**src/rtl/button_press_counter_pkg.sv**
```systemverilog
// Shared definitions for the push-button debouncer/press counter:
// FSM state encoding and the sample-tick divider constants.
package button_press_counter_pkg;

  typedef enum logic [1:0] {
    ST_RELEASED     = 2'd0,
    ST_PRESS_PEND   = 2'd1,
    ST_PRESSED      = 2'd2,
    ST_RELEASE_PEND = 2'd3
  } btn_state_e;

  localparam int unsigned TICK_DIV_SYN = 32'd802;
  localparam int unsigned TICK_DIV_SIM = 32'd12;

endpackage

```
**src/rtl/button_press_counter_tick_prescaler.sv**
```systemverilog
// Free-running divider producing a one-cycle tick every TICK_DIV clocks.
// Reusable wherever a slow enable strobe is needed.
module tick_prescaler
  import button_press_counter_pkg::*;
#(
  parameter int unsigned TICK_DIV = TICK_DIV_SYN
) (
  input  logic clk,
  input  logic reset,
  output logic tick
);

  localparam int unsigned CW = (TICK_DIV > 1) ? $clog2(TICK_DIV) : 1;
  localparam logic [CW-1:0] LAST = CW'(TICK_DIV - 1);

  logic [CW-1:0] cnt_q;
  logic [CW-1:0] cnt_d;

  // Wrap to zero after the last count.
  always_comb begin
    cnt_d = cnt_q;
    if (cnt_q == LAST) begin
      cnt_d = '0;
    end else begin
      cnt_d = cnt_q + CW'(1);
    end
  end

  // Prescaler state register.
  always_ff @(posedge clk or negedge reset) begin
    if (!reset) begin
      cnt_q <= '0;
    end else begin
      cnt_q <= cnt_d;
    end
  end

  assign tick = (cnt_q == LAST);

endmodule

```
**src/rtl/button_press_counter.sv**
```systemverilog
// Synchronises and debounces a bouncy push-button, emits press/release/long-press
// pulses and keeps a wrapping count of accepted presses.
module button_press_counter
  import button_press_counter_pkg::*;
#(
  parameter int unsigned TICK_DIV     = TICK_DIV_SYN,
  parameter int unsigned STABLE_TICKS = 4,
  parameter int unsigned LONG_TICKS   = 500,
  parameter int unsigned CNT_W        = 4
) (
  input  logic             clk,
  input  logic             reset,
  input  logic             btn_in,
  input  logic             clr,
  output logic             btn_level,
  output logic             press_pulse,
  output logic             release_pulse,
  output logic             long_pulse,
  output logic [CNT_W-1:0] count
);

  localparam int unsigned SW = $clog2(STABLE_TICKS) + 1;
  localparam int unsigned HW = $clog2(LONG_TICKS + 1);
  localparam logic [SW-1:0] STAB_LAST = SW'(STABLE_TICKS - 1);
  localparam logic [HW-1:0] HOLD_MAX  = HW'(LONG_TICKS);
  localparam logic [HW-1:0] HOLD_PRE  = HW'(LONG_TICKS - 1);

  logic             tick_s;
  logic [1:0]       sync_q;
  logic             btn_s;

  btn_state_e       state_q, state_d;
  logic [SW-1:0]    stab_q, stab_d;
  logic [HW-1:0]    hold_q, hold_d;
  logic             level_q, level_d;
  logic             press_q, press_d;
  logic             release_q, release_d;
  logic             long_q, long_d;
  logic [CNT_W-1:0] count_q, count_d;

  tick_prescaler #(
    .TICK_DIV (TICK_DIV)
  ) u_presc (
    .clk   (clk),
    .reset (reset),
    .tick  (tick_s)
  );

  // Two-flop synchroniser for the asynchronous button pin.
  always_ff @(posedge clk or negedge reset) begin
    if (!reset) begin
      sync_q <= 2'b00;
    end else begin
      sync_q <= {sync_q[0], btn_in};
    end
  end

  assign btn_s = sync_q[1];

  // Debounce FSM; only advances on sample ticks.
  always_comb begin
    state_d   = state_q;
    stab_d    = stab_q;
    hold_d    = hold_q;
    level_d   = level_q;
    press_d   = 1'b0;
    release_d = 1'b0;
    long_d    = 1'b0;
    if (tick_s) begin
      case (state_q)
        ST_RELEASED: begin
          if (btn_s) begin
            state_d = ST_PRESS_PEND;
            stab_d  = SW'(1);
          end else begin
            state_d = ST_RELEASED;
          end
        end
        ST_PRESS_PEND: begin
          if (!btn_s) begin
            state_d = ST_RELEASED;
            stab_d  = '0;
          end else if (stab_q == STAB_LAST) begin
            state_d = ST_PRESSED;
            stab_d  = '0;
            level_d = 1'b1;
            press_d = 1'b1;
            hold_d  = '0;
          end else begin
            stab_d = stab_q + SW'(1);
          end
        end
        ST_PRESSED: begin
          if (!btn_s) begin
            state_d = ST_RELEASE_PEND;
            stab_d  = SW'(1);
          end else if (hold_q != HOLD_MAX) begin
            hold_d = hold_q + HW'(1);
            long_d = (hold_q == HOLD_PRE);
          end else begin
            hold_d = hold_q;
          end
        end
        ST_RELEASE_PEND: begin
          // A bounce back to pressed keeps hold, so no second long pulse.
          if (btn_s) begin
            state_d = ST_PRESSED;
            stab_d  = '0;
          end else if (stab_q == STAB_LAST) begin
            state_d   = ST_RELEASED;
            stab_d    = '0;
            level_d   = 1'b0;
            release_d = 1'b1;
          end else begin
            stab_d = stab_q + SW'(1);
          end
        end
        default: begin
          state_d = ST_RELEASED;
          stab_d  = '0;
          hold_d  = '0;
          level_d = 1'b0;
        end
      endcase
    end else begin
      state_d = state_q;
    end
  end

  // Press counter; clear wins over a coincident increment.
  always_comb begin
    count_d = count_q;
    if (clr) begin
      count_d = '0;
    end else if (press_d) begin
      count_d = count_q + CNT_W'(1);
    end else begin
      count_d = count_q;
    end
  end

  // FSM, pulse and count registers.
  always_ff @(posedge clk or negedge reset) begin
    if (!reset) begin
      state_q   <= ST_RELEASED;
      stab_q    <= '0;
      hold_q    <= '0;
      level_q   <= 1'b0;
      press_q   <= 1'b0;
      release_q <= 1'b0;
      long_q    <= 1'b0;
      count_q   <= '0;
    end else begin
      state_q   <= state_d;
      stab_q    <= stab_d;
      hold_q    <= hold_d;
      level_q   <= level_d;
      press_q   <= press_d;
      release_q <= release_d;
      long_q    <= long_d;
      count_q   <= count_d;
    end
  end

  assign btn_level     = level_q;
  assign press_pulse   = press_q;
  assign release_pulse = release_q;
  assign long_pulse    = long_q;
  assign count         = count_q;

endmodule
```
**config.mk**
```make
export PLATFORM = sky130hd
export DESIGN_NAME = button_press_counter
export DESIGN_NICKNAME = d
export VERILOG_FILES = /design/src/rtl/button_press_counter_pkg.sv /design/src/rtl/button_press_counter_tick_prescaler.sv /design/src/rtl/button_press_counter.sv
export SDC_FILE = /design/constraint.sdc
export NUM_CORES = 1
export LEC_CHECK = 0
export BUFFER_PORTS_ARGS = -buffer_cell sky130_fd_sc_hd__buf_2
export CAP_MARGIN = 10
export CORE_ASPECT_RATIO = 0.7
export CORE_MARGIN = 2
export CORE_UTILIZATION = 35
export CTS_CLUSTER_DIAMETER = 200
export DETAILED_ROUTE_END_ITERATION = 10
export PLACE_DENSITY = 0.56
export SYNTH_ARGS = -nofsm -noshare
export SYNTH_HDL_FRONTEND = slang
export SYNTH_SLANG_ARGS = --single-unit
export TNS_END_PERCENT = 30
```
**constraint.sdc**
```tcl
create_clock -name clk -period 3.33 [get_ports clk]
set_input_delay 0.666 -clock clk [delete_from_list [all_inputs] [get_ports clk]]
set_output_delay 0.666 -clock clk [all_outputs]
set_load 0.05 [all_outputs]
```
# Word level (Yosys, flattened, before mapping)
# Index checks and enable logic that the tools add are counted.
# word_totals
reg_bits,34
latchBits,0
ramBits,0
mem_bits_ro,0
memories,0
# op_classes
add_sub_neg,4
n_mul,0
div_mod_pow,0
order_cmp,0
eq_ne,17
shift,0
n_mux,37
bitwise,0
reduce_logical,8
# op_table
op,n
2-to-1 mux 9 bit,4
one-hot mux 9 bit (2 select lines),1
2-to-1 mux 1 bit,16
"!= test 2 bit, second input constant",8
2-to-1 mux 3 bit,5
one-hot mux 3 bit (4 select lines),1
AND reduction 6 bit,2
"adder 10 x 1 -> 10 bit, second input constant",1
"equality test 10 bit, second input constant",1
2-to-1 mux 10 bit,1
2-to-1 mux 2 bit,5
"adder 9 x 1 -> 9 bit, second input constant",1
"equality test 9 bit, second input constant",1
"!= test 9 bit, second input constant",1
2-to-1 mux 4 bit,2
one-hot mux 2 bit (4 select lines),1
"!= test 3 bit, second input constant",2
nonzero test 2 bit,3
"adder 4 x 1 -> 4 bit, second input constant",1
"equality test 2 bit, second input constant",2
AND reduction 4 bit,1
"adder 3 x 1 -> 3 bit, second input constant",1
"equality test 3 x 2 -> 1 bit, second input constant",1
AND reduction 3 bit,1
3 further kinds,3

# Logic depth before layout (Yosys ltp)
# depth
depth_word,7
depth_mapped,6
depth_no_buf,6

# Modules after synthesis
# Synthesis repeated with hierarchy kept, for this count alone.
# unflattened
hier_cells,151
hier_area_um2,1697.9
# by_module_without_submodules
mod,n_inst,cells_per_inst,area_each_um2
button_press_counter,1,106,1204.9
tick_prescaler,1,45,493.0

# Least setup slack after synthesis
# OpenSTA, ideal clock, no wires.
# synth_timing
path_kind,reg2reg
from,register u_presc.cnt_q[1]
to,register hold_q[7]
setup_time_ns,0.092
arrival_time_ns,1.567
required_ns,3.238
setup_slack_ns,1.671
path_stages_with_launch,7
n_path_buf,0
period_less_slack_ns,1.659
path_cell_list,dfrtp_1 -> inv_1 -> ha_1 -> and4bb_4 -> nand4_4 -> or3_4 -> o31ai_2
# synth_between
elab_chain_cells,2
# synth_rtl
element,line_no,text
from (decl),button_press_counter_tick_prescaler.sv:16,logic [CW-1:0] cnt_q;
from (signal assigned),button_press_counter_tick_prescaler.sv:34,cnt_q <= cnt_d;
equality test 10 bit,button_press_counter_tick_prescaler.sv:38,assign tick = (cnt_q == LAST);
AND reduction 6 bit (no line),-,
to (signal assigned),button_press_counter.sv:156,hold_q <= hold_d;
to (decl),button_press_counter.sv:34,"logic [HW-1:0] hold_q, hold_d;"
# Every way passes these cells.
# A chain may end at the register's enable or synchronous reset.

==> run_results.csv <==
group,metric,value,unit
grt,overflow,0,
logic_synthesis,syn_avg_cell_area,10.6,µm²
timing,worst_pin_slew,0.764,ns
hold_path,hold_path_class,"reg -> reg",
routing,wl,3.25,mm
grt,use_met1,0.191,
grt,met3_usage,0.0479,
timing,rsz0062_at_grt,"no",
layout,syn_to_final_growth,11.3,%
routing,drc,0,
placement,post-dp-hpwl,2.29,mm
power,p_comb_frac,0.018,
clocking,insertion_delay,0.28,ns
clocking,cts_hold_buf,0,
routing,detail-route-antenna-nets,0,
clocking,h-tree-depth,2,
routing,vias_per_cell,5.38,
logic_synthesis,synth_top_area_share,0.500,
grt,grt_pass1_wl,5.71,mm
floorplanning,num_rows,21,
floorplanning,design.portCount,12,
layout,drive_gt1_frac,0.149,
logic_synthesis,mappedNetlistArea,1700,µm²
timing,post-route-min-period,1.90,ns
grt,grt_max_degree,35,
logic_synthesis,synth_ff_type,"dfrtp_1",
clocking,path_clk_slew,0.07,ns
logic_synthesis,synthCells,160,
worst_setup_path,crit_arrival,2.06,ns
routing,drtIter0Drc,64,
placement,portBuffers,11,
outcome,status,"complete, no violations",
power,ir_drop,219,µV
floorplanning,core_area,4730,µm²
timing,setup_viol,0,
worst_setup_path,cp-start-kind,"register",
routing,vias,1249,
grt,grt_util_met2,0.188,
logic_synthesis,synth_common_cells,"dfrtp_1, nor2_1, nand3_1, nand2_1, o21ai_0",
clocking,cts_num_sinks,34,
clocking,cts-root-buf,"clkbuf_8",
clocking,post-cts-setup-buffer-count,0,
logic_synthesis,ys_seq_elements,34,
timing,slew_violations,0,
timing,max_slew_margin,0.491,
power,powerDensity,388,nW/µm²
layout,multi_input_area,800,µm²
power,clkPwrFrac,0.417,
logic_synthesis,yosysSeqAreaShare,0.500,
floorplanning,die_w,87.3,µm
power,power.leakage,0.872,nW
logic_synthesis,ys_warn_count,0,
clocking,cts_tree,"done",
logic_synthesis,synth.most_common_cell,"dfrtp_1",
logic_synthesis,synth.area.top_cells,"dfrtp_1, ha_1, nor2_1",
timing,finalWorstSetupSlack,1.43,ns
logic_synthesis,syn-num-nets,170,
timing,timing.clock.skew,0.00641,ns
layout,ff_latch_area,851,µm²
grt,busiest_layer,"met1",
routing,wl_per_cell,14.0,µm
floorplanning,dieArea,5440,µm²
power,p_int,583,µW
worst_setup_path,crit_required,3.49,ns
power,seqPwrFrac,0.565,
routing,first_pass_iters,4,
logic_synthesis,synth_edf_count,0,
floorplanning,start_util,0.360,
grt,grtUsageTotal,0.133,
layout,final_nets,184,
power,p_switching,152,µW
flow_run,drv_cap,0,
timing,fmax,525,MHz
layout,antennaDiodeCount,0,
worst_setup_path,crit_fanout,11,
logic_synthesis,async_flop_share,1.00,
clocking,cts_buffer_depth,2,
grt,antenna_found_initial,0,
clocking,cts_made_buffers,5,
placement,place.gp.congestion,0.786,
grt,grt_pass1_vias,1260,
worst_setup_path,end_kind,"register",
worst_setup_path,criticalPathCategory,"reg -> reg",
clocking,ctsResizeCount,0,
placement,place_ws,1.46,ns
timing,hold_viol,0,
logic_synthesis,synth_cell_types,43,
timing,tns,0,ns
timing,finalCritPeriodShare,0.572,
floorplanning,die_y,62.3,µm
logic_synthesis,yosys.area.top_type,"dfrtp_1",
power,swShare,0.207,
layout,fill_cells,473,
-- critical path, stage by stage (launching register included) --
cell,delay (ns)
dfrtp_1,0.42
and4bb_2,0.44
and4_1,0.46
nand2_1,0.14
mux2_1,0.32
-- power by group through the flow --
stage | clock, mW | combinational [mW] | sequential [mW]
final | 0.307 | 0.0130 | 0.416
after global routing | 0.344 | 0.0157 | 0.415
after detailed placement | 0 | 0.0140 | 0.423
after floorplan | 0 | 0.00273 | 0.423
after CTS | 0.322 | 0.0141 | 0.415
after global placement | 0 | 0.0132 | 0.423
-- logic make-up (layout without fill, tap and decap cells) --
group,count (synthesis),count (layout),synth area share
flops,34,34,0.500
buf+inv,11,26,0.0301
xor+xnor,8,8,0.0412
fa+ha+maj,6,6,0.0441
compound gates,39,39,0.149
simple gates,59,59,0.217
mux,3,3,0.0184
-- final cells by class --
cell class,count,share of cell area
sequential,34,0.449
timing repair buffer,11,0.0291
clock inverter,1,0.00264
multi-input combinational,115,0.422
clock buffer,7,0.0456
tap,57,0.0376
inverter,7,0.0139
-- sequential cells by signal (all words and copies together), names as in the netlist, named ones only --
signal	cells
u_presc.cnt_q	10
hold_q	9
count	4
stab_q	3
sync_q	2
btn_level	1
long_pulse	1
press_pulse	1
release_pulse	1
state_q	1
-- per-layer routing --
layer	up-vias	routed length (µm)
met4	0	18
met1	621	1680
met3	2	136
met5	-	0
li1	605	-
met2	21	1410
-- worst paths after layout --
kind,endpoint,cells past startpoint,slack [ns],from
max reg2reg,register,4,1.43,u_presc.cnt_q[7]
max in group asynchronous,hold_q[1],1,2.38,reset
max,register,4,1.43,u_presc.cnt_q[7]
min reg2reg,sync_q[1],0,0.35,sync_q[0]
min in group asynchronous,hold_q[7],1,0.45,reset
min,sync_q[1],0,0.35,sync_q[0]
-- metrics by stage --
stage | hold WS (ns) | total power, mW | cell area [µm²] | cells | util
3_5_place_dp | 0.343 | 0.437 | 1800 | 224 | 0.381
3_3_place_gp | 0.339 | 0.436 | 1800 | 224 | 0.381
2_1_floorplan | 0.331 | 0.426 | 1700 | 160 | -
6_report | 0.354 | 0.735 | 1890 | 232 | 0.401
4_1_cts | 0.358 | 0.751 | 1890 | 232 | 0.401
5_1_grt | 0.370 | 0.775 | 1890 | 232 | 0.401
-- cells in the final DEF, fill, tap and decap left out, types with 4 or more instances in the layout --
cell type | netlist | layout
dfrtp_1 | 34 | 34
o21ai_0 | 8 | 8
nor2_1 | 15 | 15
o31ai_1 | 4 | 4
ha_1 | 6 | 6
nand3_1 | 9 | 9
a31oi_1 | 4 | 4
or3_1 | 4 | 4
clkbuf_8 | 0 | 6
o21ai_1 | 5 | 5
buf_2 | 2 | 11
nand2_1 | 8 | 8
xnor2_1 | 5 | 5
inv_1 | 7 | 7
a21oi_1 | 6 | 6
and3_1 | 4 | 4
Note: power is estimated with default switching activity, not from simulation.
